$ cat src/rtl/ps2_keys_pkg.sv
// ps2_keys_pkg: shared constants for the PS/2 scan-code set 2 parser.
//   - protocol bytes (extended prefix, break prefix, BAT pass, control bytes)
//   - scan codes of the 16 keys used by the game controller
//   - bit index of each key in the held-key map
//   - parser FSM state enum
package ps2_keys_pkg;

    // Protocol bytes
    localparam logic [7:0] SC_EXT    = 8'hE0;
    localparam logic [7:0] SC_BRK    = 8'hF0;
    localparam logic [7:0] SC_BAT    = 8'hAA;
    localparam logic [7:0] SC_PAUSE  = 8'hE1;
    localparam logic [7:0] SC_ACK    = 8'hFA;
    localparam logic [7:0] SC_RESEND = 8'hFE;
    localparam logic [7:0] SC_ERR_LO = 8'h00;
    localparam logic [7:0] SC_ERR_HI = 8'hFF;

    // Base-table key codes
    localparam logic [7:0] SC_SPACE = 8'h29;
    localparam logic [7:0] SC_ENTER = 8'h5A;
    localparam logic [7:0] SC_ESC   = 8'h76;
    localparam logic [7:0] SC_W     = 8'h1D;
    localparam logic [7:0] SC_A     = 8'h1C;
    localparam logic [7:0] SC_S     = 8'h1B;
    localparam logic [7:0] SC_D     = 8'h23;
    localparam logic [7:0] SC_P     = 8'h4D;
    localparam logic [7:0] SC_R     = 8'h2D;
    localparam logic [7:0] SC_C     = 8'h21;
    localparam logic [7:0] SC_N     = 8'h31;
    localparam logic [7:0] SC_Q     = 8'h15;

    // Extended-table key codes (received after E0)
    localparam logic [7:0] SC_UP    = 8'h75;
    localparam logic [7:0] SC_DOWN  = 8'h72;
    localparam logic [7:0] SC_LEFT  = 8'h6B;
    localparam logic [7:0] SC_RIGHT = 8'h74;

    // Bit positions in the held-key map
    localparam logic [3:0] KEY_SPACE = 4'd0;
    localparam logic [3:0] KEY_ENTER = 4'd1;
    localparam logic [3:0] KEY_ESC   = 4'd2;
    localparam logic [3:0] KEY_UP    = 4'd3;
    localparam logic [3:0] KEY_DOWN  = 4'd4;
    localparam logic [3:0] KEY_LEFT  = 4'd5;
    localparam logic [3:0] KEY_RIGHT = 4'd6;
    localparam logic [3:0] KEY_W     = 4'd7;
    localparam logic [3:0] KEY_A     = 4'd8;
    localparam logic [3:0] KEY_S     = 4'd9;
    localparam logic [3:0] KEY_D     = 4'd10;
    localparam logic [3:0] KEY_P     = 4'd11;
    localparam logic [3:0] KEY_R     = 4'd12;
    localparam logic [3:0] KEY_C     = 4'd13;
    localparam logic [3:0] KEY_N     = 4'd14;
    localparam logic [3:0] KEY_Q     = 4'd15;

    // Parser state: which prefixes of the current sequence have been seen
    typedef enum logic [1:0] {
        ST_IDLE    = 2'd0,
        ST_BRK     = 2'd1,
        ST_EXT     = 2'd2,
        ST_EXT_BRK = 2'd3
    } parse_state_e;

    // Bytes that abort any pending prefix without touching the key map
    function automatic logic is_abort_byte(input logic [7:0] b);
        return (b == SC_PAUSE) || (b == SC_ACK) || (b == SC_RESEND) ||
               (b == SC_ERR_LO) || (b == SC_ERR_HI);
    endfunction

endpackage

$ cat src/rtl/ps2_keymap.sv
// ps2_keymap: combinational scan-code to key-bit lookup.
//   code : scan code byte
//   ext  : 1 = look up in the extended (E0-prefixed) table, 0 = base table
//   hit  : code is one of the mapped keys in the selected table
//   idx  : bit index of the key in the held-key map (0 when no hit)
module ps2_keymap
    import ps2_keys_pkg::*;
(
    input  logic [7:0] code,
    input  logic       ext,
    output logic       hit,
    output logic [3:0] idx
);

    always_comb begin
        hit = 1'b1;
        idx = 4'd0;
        if (ext) begin
            case (code)
                SC_UP:    idx = KEY_UP;
                SC_DOWN:  idx = KEY_DOWN;
                SC_LEFT:  idx = KEY_LEFT;
                SC_RIGHT: idx = KEY_RIGHT;
                default:  hit = 1'b0;
            endcase
        end else begin
            case (code)
                SC_SPACE: idx = KEY_SPACE;
                SC_ENTER: idx = KEY_ENTER;
                SC_ESC:   idx = KEY_ESC;
                SC_W:     idx = KEY_W;
                SC_A:     idx = KEY_A;
                SC_S:     idx = KEY_S;
                SC_D:     idx = KEY_D;
                SC_P:     idx = KEY_P;
                SC_R:     idx = KEY_R;
                SC_C:     idx = KEY_C;
                SC_N:     idx = KEY_N;
                SC_Q:     idx = KEY_Q;
                default:  hit = 1'b0;
            endcase
        end
    end

endmodule

$ cat src/rtl/ps2_parser.sv
// ps2_parser: turns the PS/2 scan-code set 2 byte stream into a level map
// of currently held keys.
//   clk       : system clock, rising edge
//   rst_n     : asynchronous reset, active low
//   ps2_byte  : last received byte, valid while ps2_state is high
//   ps2_state : byte-valid level; each rising transition carries one byte
//   keys      : registered held-key map, bit = 1 while the key is down
module ps2_parser
    import ps2_keys_pkg::*;
(
    input  logic        clk,
    input  logic        rst_n,
    input  logic [7:0]  ps2_byte,
    input  logic        ps2_state,
    output logic [15:0] keys
);

    logic         state_d;
    logic         accept;
    parse_state_e state, state_nxt;
    logic [15:0]  keys_nxt;
    logic         in_ext;
    logic         in_brk;
    logic         map_hit;
    logic [3:0]   map_idx;

    // Rising-edge detect on the byte-valid level: one byte per transition,
    // however long the receiver keeps the level high.
    always_ff @(posedge clk or negedge rst_n) begin
        if (!rst_n) state_d <= 1'b0;
        else        state_d <= ps2_state;
    end

    assign accept = ps2_state & ~state_d;

    assign in_ext = (state == ST_EXT) || (state == ST_EXT_BRK);
    assign in_brk = (state == ST_BRK) || (state == ST_EXT_BRK);

    // Table choice follows the prefix: after E0 only extended codes map.
    ps2_keymap u_keymap (
        .code (ps2_byte),
        .ext  (in_ext),
        .hit  (map_hit),
        .idx  (map_idx)
    );

    // FSM state register
    always_ff @(posedge clk or negedge rst_n) begin
        if (!rst_n) state <= ST_IDLE;
        else        state <= state_nxt;
    end

    // FSM next state: prefixes accumulate, any other byte ends the sequence
    always_comb begin
        state_nxt = state;
        if (accept) begin
            if (ps2_byte == SC_EXT)
                state_nxt = ST_EXT;
            else if (ps2_byte == SC_BRK)
                state_nxt = in_ext ? ST_EXT_BRK : ST_BRK;
            else
                state_nxt = ST_IDLE;
        end
    end

    // FSM output: key map update on a terminating byte
    always_comb begin
        keys_nxt = keys;
        if (accept) begin
            if (ps2_byte == SC_BAT) begin
                // Keyboard hot-plugged: nothing can still be held
                keys_nxt = '0;
            end else if (ps2_byte != SC_EXT && ps2_byte != SC_BRK &&
                         !is_abort_byte(ps2_byte) && map_hit) begin
                // Set on make, clear on break; repeats are idempotent
                keys_nxt[map_idx] = ~in_brk;
            end
        end
    end

    always_ff @(posedge clk or negedge rst_n) begin
        if (!rst_n) keys <= '0;
        else        keys <= keys_nxt;
    end

endmodule

$ cat config.mk
export PLATFORM = sky130hd
export DESIGN_NAME = ps2_parser
export DESIGN_NICKNAME = d
export VERILOG_FILES = /design/src/rtl/ps2_keys_pkg.sv /design/src/rtl/ps2_keymap.sv /design/src/rtl/ps2_parser.sv
export SDC_FILE = /design/constraint.sdc
export NUM_CORES = 1
export LEC_CHECK = 0
export ABC_AREA = 1
export BUFFER_PORTS_ARGS = -buffer_cell sky130_fd_sc_hd__buf_2
export CAP_MARGIN = 0
export CORE_AREA = 5 5 59 61
export CTS_CLUSTER_DIAMETER = 200
export DETAILED_ROUTE_END_ITERATION = 8
export DIE_AREA = 0 0 64 66
export HOLD_SLACK_MARGIN = 0.15
export PLACE_DENSITY = 0.84
export SYNTH_ARGS = -nofsm -noshare
export SYNTH_HDL_FRONTEND = slang
export SYNTH_SLANG_ARGS = --single-unit
$ cat constraint.sdc
create_clock -name clk -period 1.8 [get_ports clk]
set_clock_uncertainty 0.1 [all_clocks]
set_input_delay 0.09 -clock clk [delete_from_list [all_inputs] [get_ports clk]]
set_output_delay 0.09 -clock clk [all_outputs]
set_load 0.05 [all_outputs]
* After elaboration in Yosys (flattened, before gate mapping)
Index checks and enable logic that the tools add are counted.
** Storage, ports and cells
- Register bits :: 19
- Input bits :: 11
- Output and inout bits :: 16
- Logic and storage cells :: 66
** Cells by class
- $lt $le $gt $ge :: 2
- Equal/unequal tests :: 28
- Muxes and demuxes :: 14
- Bitwise operators :: 3
- Reduce and logical (&&, ||, !) cells :: 16
** Operators with widths (number)
- $eq A8 B7 Y1 const B :: 7
- $eq A8 B8 Y1 const B :: 7
- $pmux W4 S11 :: 1
- $eq A8 B6 Y1 const B :: 5
- $eq A8 B5 Y1 const B :: 4
- $mux W16 :: 2
- $bwmux W16 :: 1
- $ne A8 B8 Y1 const B :: 2
- $pmux W3 S4 :: 1
- $reduce_or A12 Y1 :: 1
- $logic_not A8 Y1 :: 1
- $logic_or A1 B1 Y1 :: 6
- $mux W2 :: 3
- $lt A4 B5 Y1 const B :: 1
- $demux W1 S4 :: 1
- $eq A2 B2 Y1 const B :: 2
- $ge A4 B1 Y1 const B :: 1
- $logic_and A1 B1 Y1 :: 4
- $mux W1 :: 4
- $mux W4 :: 1
- $reduce_or A4 Y1 :: 1
- $eq A2 B1 Y1 const B :: 1
- $not A1 Y1 :: 2
- $reduce_and A2 Y1 :: 1
- 3 further kinds :: 3

* Logic depth before layout (Yosys ltp)
Gate-level depths: netlist (run 1).
- Word-level depth :: 10
- Depth in mapped cells :: 15
- Depth with buffers taken out :: 15

* Cells and area by module
A second synthesis (run 1) with hierarchy kept.
** Unflattened totals
- Cells, all modules :: 275
- Area total of the unflattened synthesis :: 1655.3 um^2
** Modules (own cells, without submodules)
- ps2_parser :: instances 1, cells each 188, area each 1268.7 um^2, seq. area each 475.5 um^2
- ps2_keymap :: instances 1, cells each 87, area each 386.6 um^2, seq. area each 0.0 um^2

* Worst setup path after synthesis (run 1)
OpenSTA, ideal clock, no wires.
- Kind :: register -> register
- From :: register state[1]
- To :: register keys[5]
- Setup time :: 0.119 ns
- Arrival :: 1.323 ns
- Data required time :: 1.581 ns
- Setup slack :: 0.257 ns
- Cell stages (with the launch flop) :: 11
- Path buffers :: 1
- Clock period less this slack :: 1.543 ns
- Cell sequence :: dfrtp_1 > buf_1 > inv_1 > nand3_1 > nand2_1 > nor2_4 > nand2_1 > nand2_1 > nand2_1 > nand2_1 > nand2_1
** Between the ends
- Word-level cells in the longest chain between the ends :: 10
- Elaborated cells between the ends (all ways) :: 19
- Classes of those cells :: order compare (2); eq/ne (3); mux (7); bitwise (1); reduce/logical (6)
** RTL lines
- start: declaration :: RTL line ps2_parser.sv:20 : parse_state_e state, state_nxt;
- start signal: assignment :: RTL line ps2_parser.sv:50 : else state <= state_nxt;
- $eq A2 B2 Y1, on equally long branches :: RTL line ps2_parser.sv:36, ps2_parser.sv:37
- $logic_or A1 B1 Y1 :: RTL line ps2_parser.sv:36 : assign in_ext = (state == ST_EXT) || (state == ST_EXT_BRK);
- $mux W4 :: RTL line ps2_keymap.sv:18 : if (ext) begin
- $lt A4 B5 Y1 (not written as such) or $ge A4 B1 Y1 (tied branches) :: RTL line ps2_parser.sv:76 : keys_nxt[map_idx] = ~in_brk;
- $logic_and A1 B1 Y1 (not written as such) :: RTL line ps2_parser.sv:76
- $mux W1 (not written as such) :: RTL line ps2_parser.sv:76
- $demux W1 S4 :: RTL line ps2_parser.sv:76
- $bwmux W16 :: RTL line ps2_parser.sv:76
- $mux W16 :: RTL line ps2_parser.sv:73 : end else if (ps2_byte != SC_EXT && ps2_byte != SC_BRK &&
- $mux W16 :: RTL line ps2_parser.sv:70 : if (ps2_byte == SC_BAT) begin
- end signal: assignment :: RTL line ps2_parser.sv:83 : else keys <= keys_nxt;
- end: declaration :: RTL line ps2_parser.sv:15 : output logic [15:0] keys
Parallel ways exist; a longest one is shown, timed or not. The select of a mux whose other input is x is not followed.
A chain may end at the register's enable or synchronous reset.

* Worst setup path in the final report (run 1)
- From :: register state[1]
- To :: register keys[10]
Same word-level chain as after synthesis.

==> flow_summary.yaml, run 1 <==
outcome:
  outcome: "completed"
logic_synthesis:
  synth_top_cell_area_share: 0.305
  syn_inst: 256
  synth_ff_type: "dfrtp_1"
  syn_area_um2: 1560
  synth_edf_count: 0
  ys_async_sr_fraction: 1.00
  yosysWarnings: 0
  ys_top_cells_by_area: "dfrtp_1 (31%), nand2_1 (30%), nor2_1 (6.5%), nand3b_1 (5.3%), nand3_1 (4.2%)"
  synthTopCellsByCount: "nand2_1 (124), nor2_1 (27), dfrtp_1 (19), nand3_1 (13), inv_1 (12)"
  synth.most_common_cell: "nand2_1"
  syn_nets: 267
  ys_seq_area_frac: 0.305
  synth_cell_types: 25
  ys_ff_latch: 19
  avgSynthCellArea_um2: 6.08
  yosysTopAreaCell: "dfrtp_1"
power:
  p_int_mw: 0.577
  comb_power_share: 0.206
  clockPowerShare: 0.260
  power_density_nw_per_um2: 473
  leakagePower_nw: 1.05
  peakVddDrop_mv: 0.352
  p_sw_mw: 0.266
  p_sw_frac: 0.316
  finalPower_mw: 0.843
  power_frac_seq: 0.534
global_routing:
  grt_pass1_vias: 1564
  global_route.usage.total: 0.181
  grt_pass1_wl_um: 6210
  grt_max_degree: 33
  grt-ovfl-total: 0
  antenna_found_initial: 0
clock_network:
  clk_pin_slew_worst_paths_ns: 0.11
  cts_setup_buffers: 0
  clk_latency_ns: 0.30
  clock_sinks: 19
  cts_buffer_depth: 2
  cts_made_buffers: 3
  cts_tree: "yes"
  clockRootBuffer: "clkbuf_4"
  cts.htree.levels: 1
worst_setup_path:
  reg2reg_slack_ns: 0.26
  reg2reg_depth: 9
  critPathMaxFanout: 9
  cp-end-kind: "flop"
  required_ns: 1.91
  critical_path_class: "reg2reg"
  r2r_start: "state[1]"
  worst_setup_path_start_kind: "flop"
  worstPathArrival_ns: 1.65
  regToRegEndpoint: "keys[10]"
detailed_routing:
  post_drt_wl_per_cell_um: 10.7
  first_pass_iters: 4
  dr_total_vias: 1632
  ant_nets: 0
  drc_errors: 0
  vias_per_cell: 5.10
  routed_wl_um: 3420
  drt-initial-drc-count: 59
place:
  portBuffers: 26
  hpwl_um: 2720
  place_congestion: 0.862
timing:
  hold_violations: 0
  worstMarginPinSlew_ns: 0.547
  finalSetupViolCount: 0
  grt_setup_unrepaired: "no"
  max_freq_ghz: 0.647
  relSlewSlack: 0.634
  period_minus_slack_ns: 1.54
  finalCritPeriodShare: 0.858
  tns_ns: 0
  slew_violations: 0
min_path:
  hp-start: "ps2_byte[7]"
  hold_depth: 6
  hold_class: "in2reg"
  hold_end: "state[0]"
floorplan:
  ios: 27
  std_cell_rows: 20
  die_area_um2: 4220
  floorplan.initialDensity: 0.532
  core_um2: 2930
  die_h_um: 66
  die_w_um: 64
run:
  cap_violations: 0
layout:
  insertedDiodeCount: 0
  drive_gt1_frac: 0.223
  syn_to_final_growth_pct: 14.5
  utilization: 0.609
  fin_nets: 299
==> logic make-up after synthesis <==
logic type	count (synthesis)	share of synthesized area
simple gates	204	0.584
buf+inv	28	0.0828
flops	19	0.305
compound gates	5	0.0281
==> sequential cells by signal, summed over array words and instances, names as in the netlist <==
name     count
state_d      1
keys        16
state        2
==> power groups by stage <==
stage,Clock (mW),Sequential (mW),Combinational (mW)
floorplan,0,0.492,0.0795
global placement,0,0.458,0.163
detailed placement,0,0.459,0.167
CTS,0.228,0.450,0.174
global route,0.253,0.453,0.192
finish,0.220,0.450,0.173
==> through the flow <==
step	cell area (um^2)	instances	worst slack [ns]	hold WS, ns
final	1780	320	0.255	0.202
after global routing	1780	320	0.0490	0.214
after CTS	1780	320	0.175	0.197
after detailed placement	1720	312	0.0706	-0.0451
after global placement	1720	312	0.0795	-0.0553
after floorplan	1560	256	0.257	-0.306
==> layout by cell type (no fill, tap or decap), drive strengths merged <==
master and instances:
clkbuf 4, dfrtp 19, nand4 4, buf 29, o21ai 1, nand3b 11
and2 1, nor2 38, dlygate4sd3 4, nor3 3, nor4 1, inv 21
nand3 13, o21a 1, nand2 133, a32o 1, clkinv 1, a21oi 2
==> cell type report <==
class                   instances  area (um^2)
repair buffers                 33          205
multi-input cells             209          952
well taps                      33         41.3
fillers                       275         1140
inverters                      22         82.6
clock buffers                   4         26.3
flip-flops and latches         19          475
==> metal layers <==
metal	wire, um	vias to the layer above	track usage
li1	-	851	-
met5	0	-	0
met1	1510	736	0.204
met4	25	0	0.0519
met2	1700	41	0.334
met3	187	4	0.0408
==> how the worst max path moves through the flow <==
stage	startpoint	end	slack, ns
after floorplan	state[1]	keys[5]	0.26
after global placement	ps2_byte[2]	keys[12]	0.08
after detailed placement	ps2_byte[7]	keys[12]	0.07
after CTS	state[1]	keys[10]	0.18
after global routing	state[1]	keys[9]	0.05
final	state[1]	keys[10]	0.26
==> worst max-delay path: stages, from the launching register on <==
cell and delay (ns):
dfrtp_1 0.53, inv_2 0.11, nand3_1 0.11, nand2_2 0.10
nor2_2 0.19, nand2_1 0.10, nand2_1 0.07, nand2_1 0.05
nand2_1 0.05, nand2_1 0.04
==> timing repair <==
action,CTS,global route
gates resized for setup,0,1
hold buffers,4,0
endpoints found under the setup margin,0,4
endpoints found under the hold margin,22,0
Power figures use the tool's default switching activity.
==> run 2, diff against run 1 <==
- CORE_AREA: 5 5 59 61 -> 2 2 56 58
- DIE_AREA: 0 0 64 66 -> 0 0 58 60
==> run 2 against run 1 <==
Net effect: sequential share of layout area about the same; count of clock-buffer cells in the layout down 1; die area decreased by 18%; sequential power barely moved; global-route usage up 2.9 points; critical path depth shrank 1; cell count unchanged; combinational power barely moved; first-iteration DRC count fell by 27%; critical path type unchanged; largest power group unchanged.
==> flow_summary.yaml, run 2 (synthesis gave the netlist of run 1 again) <==
timing:
  grt_setup_unrepaired: "no"
  max_freq_ghz: 0.622
  finalSetupViolCount: 0
  hold_violations: 0
  period_minus_slack_ns: 1.61
  worstMarginPinSlew_ns: 0.489
  relSlewSlack: 0.673
  tns_ns: 0
  finalCritPeriodShare: 0.892
  hold_slack_ns: 0.174
  slew_violations: 0
power:
  peakVddDrop_mv: 0.412
  leakagePower_nw: 1.06
  finalPower_mw: 0.842
  power_density_nw_per_um2: 472
layout:
  design_area_um2: 1780
  final_cell_mix: "nand2_1 (124), nor2_1 (27), buf_2 (26)"
  insertedDiodeCount: 0
  largest_reg_flops: 16
  drive_gt1_frac: 0.223
  final_common_cell: "nand2_1"
  fin_nets: 299
  syn_to_final_growth_pct: 14.6
  regMostFlops: "keys"
  top_regs: "keys (16), state (2), state_d (1)"
floorplan:
  die_area_um2: 3480
  std_cell_rows: 20
  ios: 27
  core_um2: 2900
  floorplan.initialDensity: 0.536
  die_w_um: 58
  die_h_um: 60
place:
  place_congestion: 0.868
  portBuffers: 26
  hpwl_um: 2570
  placed_area_um2: 1720
detailed_routing:
  first_pass_iters: 4
  drc_errors: 0
  routed_wl_um: 3250
  vias_per_cell: 4.99
  ant_nets: 0
  dr_total_vias: 1596
  drt-initial-drc-count: 43
  post_drt_wl_per_cell_um: 10.2
worst_setup_path:
  worstPathArrival_ns: 1.70
  regToRegEndpoint: "keys[8]"
  reg2reg_slack_ns: 0.19
  r2r_start: "state[1]"
  critical_path_class: "reg2reg"
  reg2reg_depth: 8
  cp-end-kind: "flop"
  worst_setup_path_start_kind: "flop"
  required_ns: 1.90
  critPathMaxFanout: 9
run:
  cap_violations: 0
clock_network:
  clockRootBuffer: "clkbuf_4"
  cts_made_buffers: 3
  cts_setup_buffers: 0
  cts.htree.levels: 1
  clock_sinks: 19
  clk_latency_ns: 0.30
  cts_buffer_depth: 2
  cts_tree: "yes"
  clk_pin_slew_worst_paths_ns: 0.10
global_routing:
  grt-ovfl-total: 0
  grt_pass1_wl_um: 5700
  antenna_found_initial: 0
  global_route.usage.total: 0.210
  grt_max_degree: 33
  grt_pass1_vias: 1466
min_path:
  hold_class: "in2reg"
  hold_depth: 6
  hold_end: "state[0]"
  hp-start: "ps2_byte[6]"
outcome:
  outcome: "completed"
==> run 2: cell types whose count changed in the layout (fill, tap and decap cells not counted) <==
cell      previous run  this run
clkbuf_1             1         0
clkinv_2             0         1
inv_1               11        12
inv_2               10         9
==> run 2: metal layers <==
layer,share of wire,wire length [um],track usage,vias up
met5,0,0,0,-
met2,0.48,1570,0.370,32
met3,0.038,122,0.0498,7
met4,0.014,47,0.0598,0
met1,0.46,1510,0.255,705
li1,-,-,-,852
==> run 2: repair_timing <==
action	CTS	global route
gates resized for setup	0	0
hold buffers	4	0
endpoints found under the hold margin	21	0
==> run 2: worst max path at each step <==
stage,startpoint,to,cells after the start
final,state[1],keys[8],8
after global routing,state[1],keys[7],9
after CTS,state[1],keys[8],8
after detailed placement,ps2_byte[7],keys[12],15
after global placement,ps2_byte[2],keys[12],15
after floorplan,state[1],keys[5],10
==> run 2: power breakdown <==
part	internal [mW]	switching (mW)	leakage, nW
clock	0.0830	0.135	0.0177
combinational	0.0501	0.123	0.779
sequential	0.440	0.0107	0.260
total	0.573	0.269	1.06
==> run 2: through the flow <==
stage | util | std cells | worst slack [ns]
after floorplan | - | 256 | 0.257
after global placement | 0.591 | 312 | 0.107
after detailed placement | 0.591 | 312 | 0.0782
after CTS | 0.615 | 320 | 0.191
after global routing | 0.615 | 320 | 0.00427
final | 0.615 | 320 | 0.194
==> run 2: cell type report <==
cell class                 count  area, um^2
fill                         288        1120
clock buffer                   3        22.5
timing repair buffer          33         205
tap                           33        41.3
inverter                      22        82.6
clock inverter                 1        5.00
sequential                    19         475
multi-input combinational    209         952
==> run 2: critical path: stages (launching register included) <==
cell	delay (ns)
dfrtp_1	0.49
inv_1	0.19
nand3_1	0.13
nor2_2	0.21
nand3_1	0.13
nand2_1	0.10
nand2_1	0.05
nand2_1	0.05
nand2_1	0.05
==> run 3, diff against run 2 <==
- PLACE_DENSITY: 0.84 -> 0.74
==> run 3 against run 2 <==
Net effect: wire length is 0.89% higher; highest routed layer unchanged; total power is 0.85% lower; critical path type unchanged; sequential share of layout area is 0.32 points higher; clock power hardly changed; critical endpoint is now keys[11]; largest cell class unchanged.
==> flow_summary.yaml, run 3 (synthesis gave the netlist of run 1 again) <==
outcome:
  outcome: "completed"
floorplan:
  die_w_um: 58
  std_cell_rows: 20
  die_area_um2: 3480
  core_um2: 2900
  die_h_um: 60
  floorplan.initialDensity: 0.536
  ios: 27
place:
  portBuffers: 26
  dp_cells: 312
  place_congestion: 0.894
  hpwl_um: 2600
layout:
  regMostFlops: "keys"
  fin_cells: 318
  fin_nets: 297
  utilization: 0.607
  top_regs: "keys (16), state (2), state_d (1)"
  final_common_cell: "nand2_1"
  insertedDiodeCount: 0
  syn_to_final_growth_pct: 13.3
  final_cell_mix: "nand2_1 (124), nor2_1 (27), buf_2 (26)"
  largest_reg_flops: 16
  drive_gt1_frac: 0.225
clock_network:
  clock_sinks: 19
  cts_made_buffers: 3
  clk_latency_ns: 0.30
  cts.htree.levels: 1
  cts_tree: "yes"
  clk_pin_slew_worst_paths_ns: 0.10
  cts_setup_buffers: 0
  cts_buffer_depth: 2
  clockRootBuffer: "clkbuf_4"
power:
  power_density_nw_per_um2: 474
  peakVddDrop_mv: 0.498
  p_int_mw: 0.574
  p_sw_mw: 0.261
  finalPower_mw: 0.835
  leakagePower_nw: 1.05
  power_frac_seq: 0.538
  clockPowerShare: 0.259
  comb_power_share: 0.203
  p_sw_frac: 0.313
worst_setup_path:
  reg2reg_slack_ns: 0.24
  cp-endpoint: "keys[11]"
  required_ns: 1.90
  reg2reg_depth: 8
  worstPathArrival_ns: 1.66
  cp-end-kind: "flop"
  regToRegEndpoint: "keys[11]"
  startpoint: "state[1]"
  r2r_start: "state[1]"
  critical_path_class: "reg2reg"
  worst_setup_path_start_kind: "flop"
  critPathMaxFanout: 9
timing:
  relSlewSlack: 0.662
  worstMarginPinSlew_ns: 0.502
  finalCritPeriodShare: 0.868
  period_minus_slack_ns: 1.56
  finalSetupViolCount: 0
  hold_violations: 0
  grt_setup_unrepaired: "no"
  max_freq_ghz: 0.640
  tns_ns: 0
  slew_violations: 0
global_routing:
  antenna_found_initial: 0
  global_route.usage.total: 0.218
  grt-ovfl-total: 0
  grt_max_degree: 33
  grt_pass1_wl_um: 5910
  grt_pass1_vias: 1448
min_path:
  hold_class: "in2async"
detailed_routing:
  drc_errors: 0
  ant_nets: 0
  post_drt_wl_per_cell_um: 10.3
  vias_per_cell: 5.05
  dr_total_vias: 1607
  routed_wl_um: 3280
  first_pass_iters: 4
  drt-initial-drc-count: 46
run:
  cap_violations: 0
run 3: power by group through the flow:
stage	Combinational (mW)	Sequential (mW)	Clock, mW
6_report	0.169	0.449	0.216
2_1_floorplan	0.0795	0.492	0
5_1_grt	0.190	0.452	0.237
3_5_place_dp	0.166	0.459	0
3_3_place_gp	0.164	0.458	0
4_1_cts	0.170	0.450	0.226
run 3: critical path, stage by stage (launching register included):
cell,delay [ns]
dfrtp_1,0.50
inv_2,0.14
nand3_1,0.12
nor2_2,0.21
nand3_1,0.14
nand2_1,0.10
nand2_1,0.05
nand2_1,0.06
nand2_1,0.04
run 3: worst min path at each step:
stage | start | to | slack, ns | cells after the start
3_3_place_gp | rst_n | keys[4] | -0.05 | 1
3_5_place_dp | rst_n | keys[4] | -0.04 | 1
4_1_cts | rst_n | state[0] | 0.16 | 2
2_1_floorplan | rst_n | keys[0] | -0.31 | 0
5_1_grt | rst_n | state[0] | 0.18 | 2
6_report | rst_n | keys[4] | 0.16 | 2
run 3: cell type report:
type	instances	area, um^2
timing repair buffer	31	185
tap	33	41.3
inverter	22	82.6
fill	300	1140
multi-input combinational	209	952
clock buffer	4	26.3
sequential	19	475
run 3: what timing repair did:
action	CTS	global route
setup endpoints to repair	0	2
hold buffers	2	0
hold endpoints to repair	22	0
resized for setup	0	1
run 3: layer usage:
| metal | wire (um) | global-route usage | vias to the layer above |
|---|---|---|---|
| met3 | 148 | 0.0390 | 4 |
| met1 | 1540 | 0.272 | 713 |
| li1 | - | - | 849 |
| met5 | 0 | 0 | - |
| met4 | 27 | 0.0498 | 0 |
| met2 | 1560 | 0.391 | 41 |
run 3: through the flow:
stage               hold slack, ns  setup WS [ns]  instance area (um^2)
global route                 0.179         0.0458                  1760
detailed placement         -0.0405         0.0445                  1720
floorplan                   -0.306          0.257                  1560
CTS                          0.159          0.169                  1760
finish                       0.156          0.238                  1760
global placement           -0.0464         0.0373                  1720
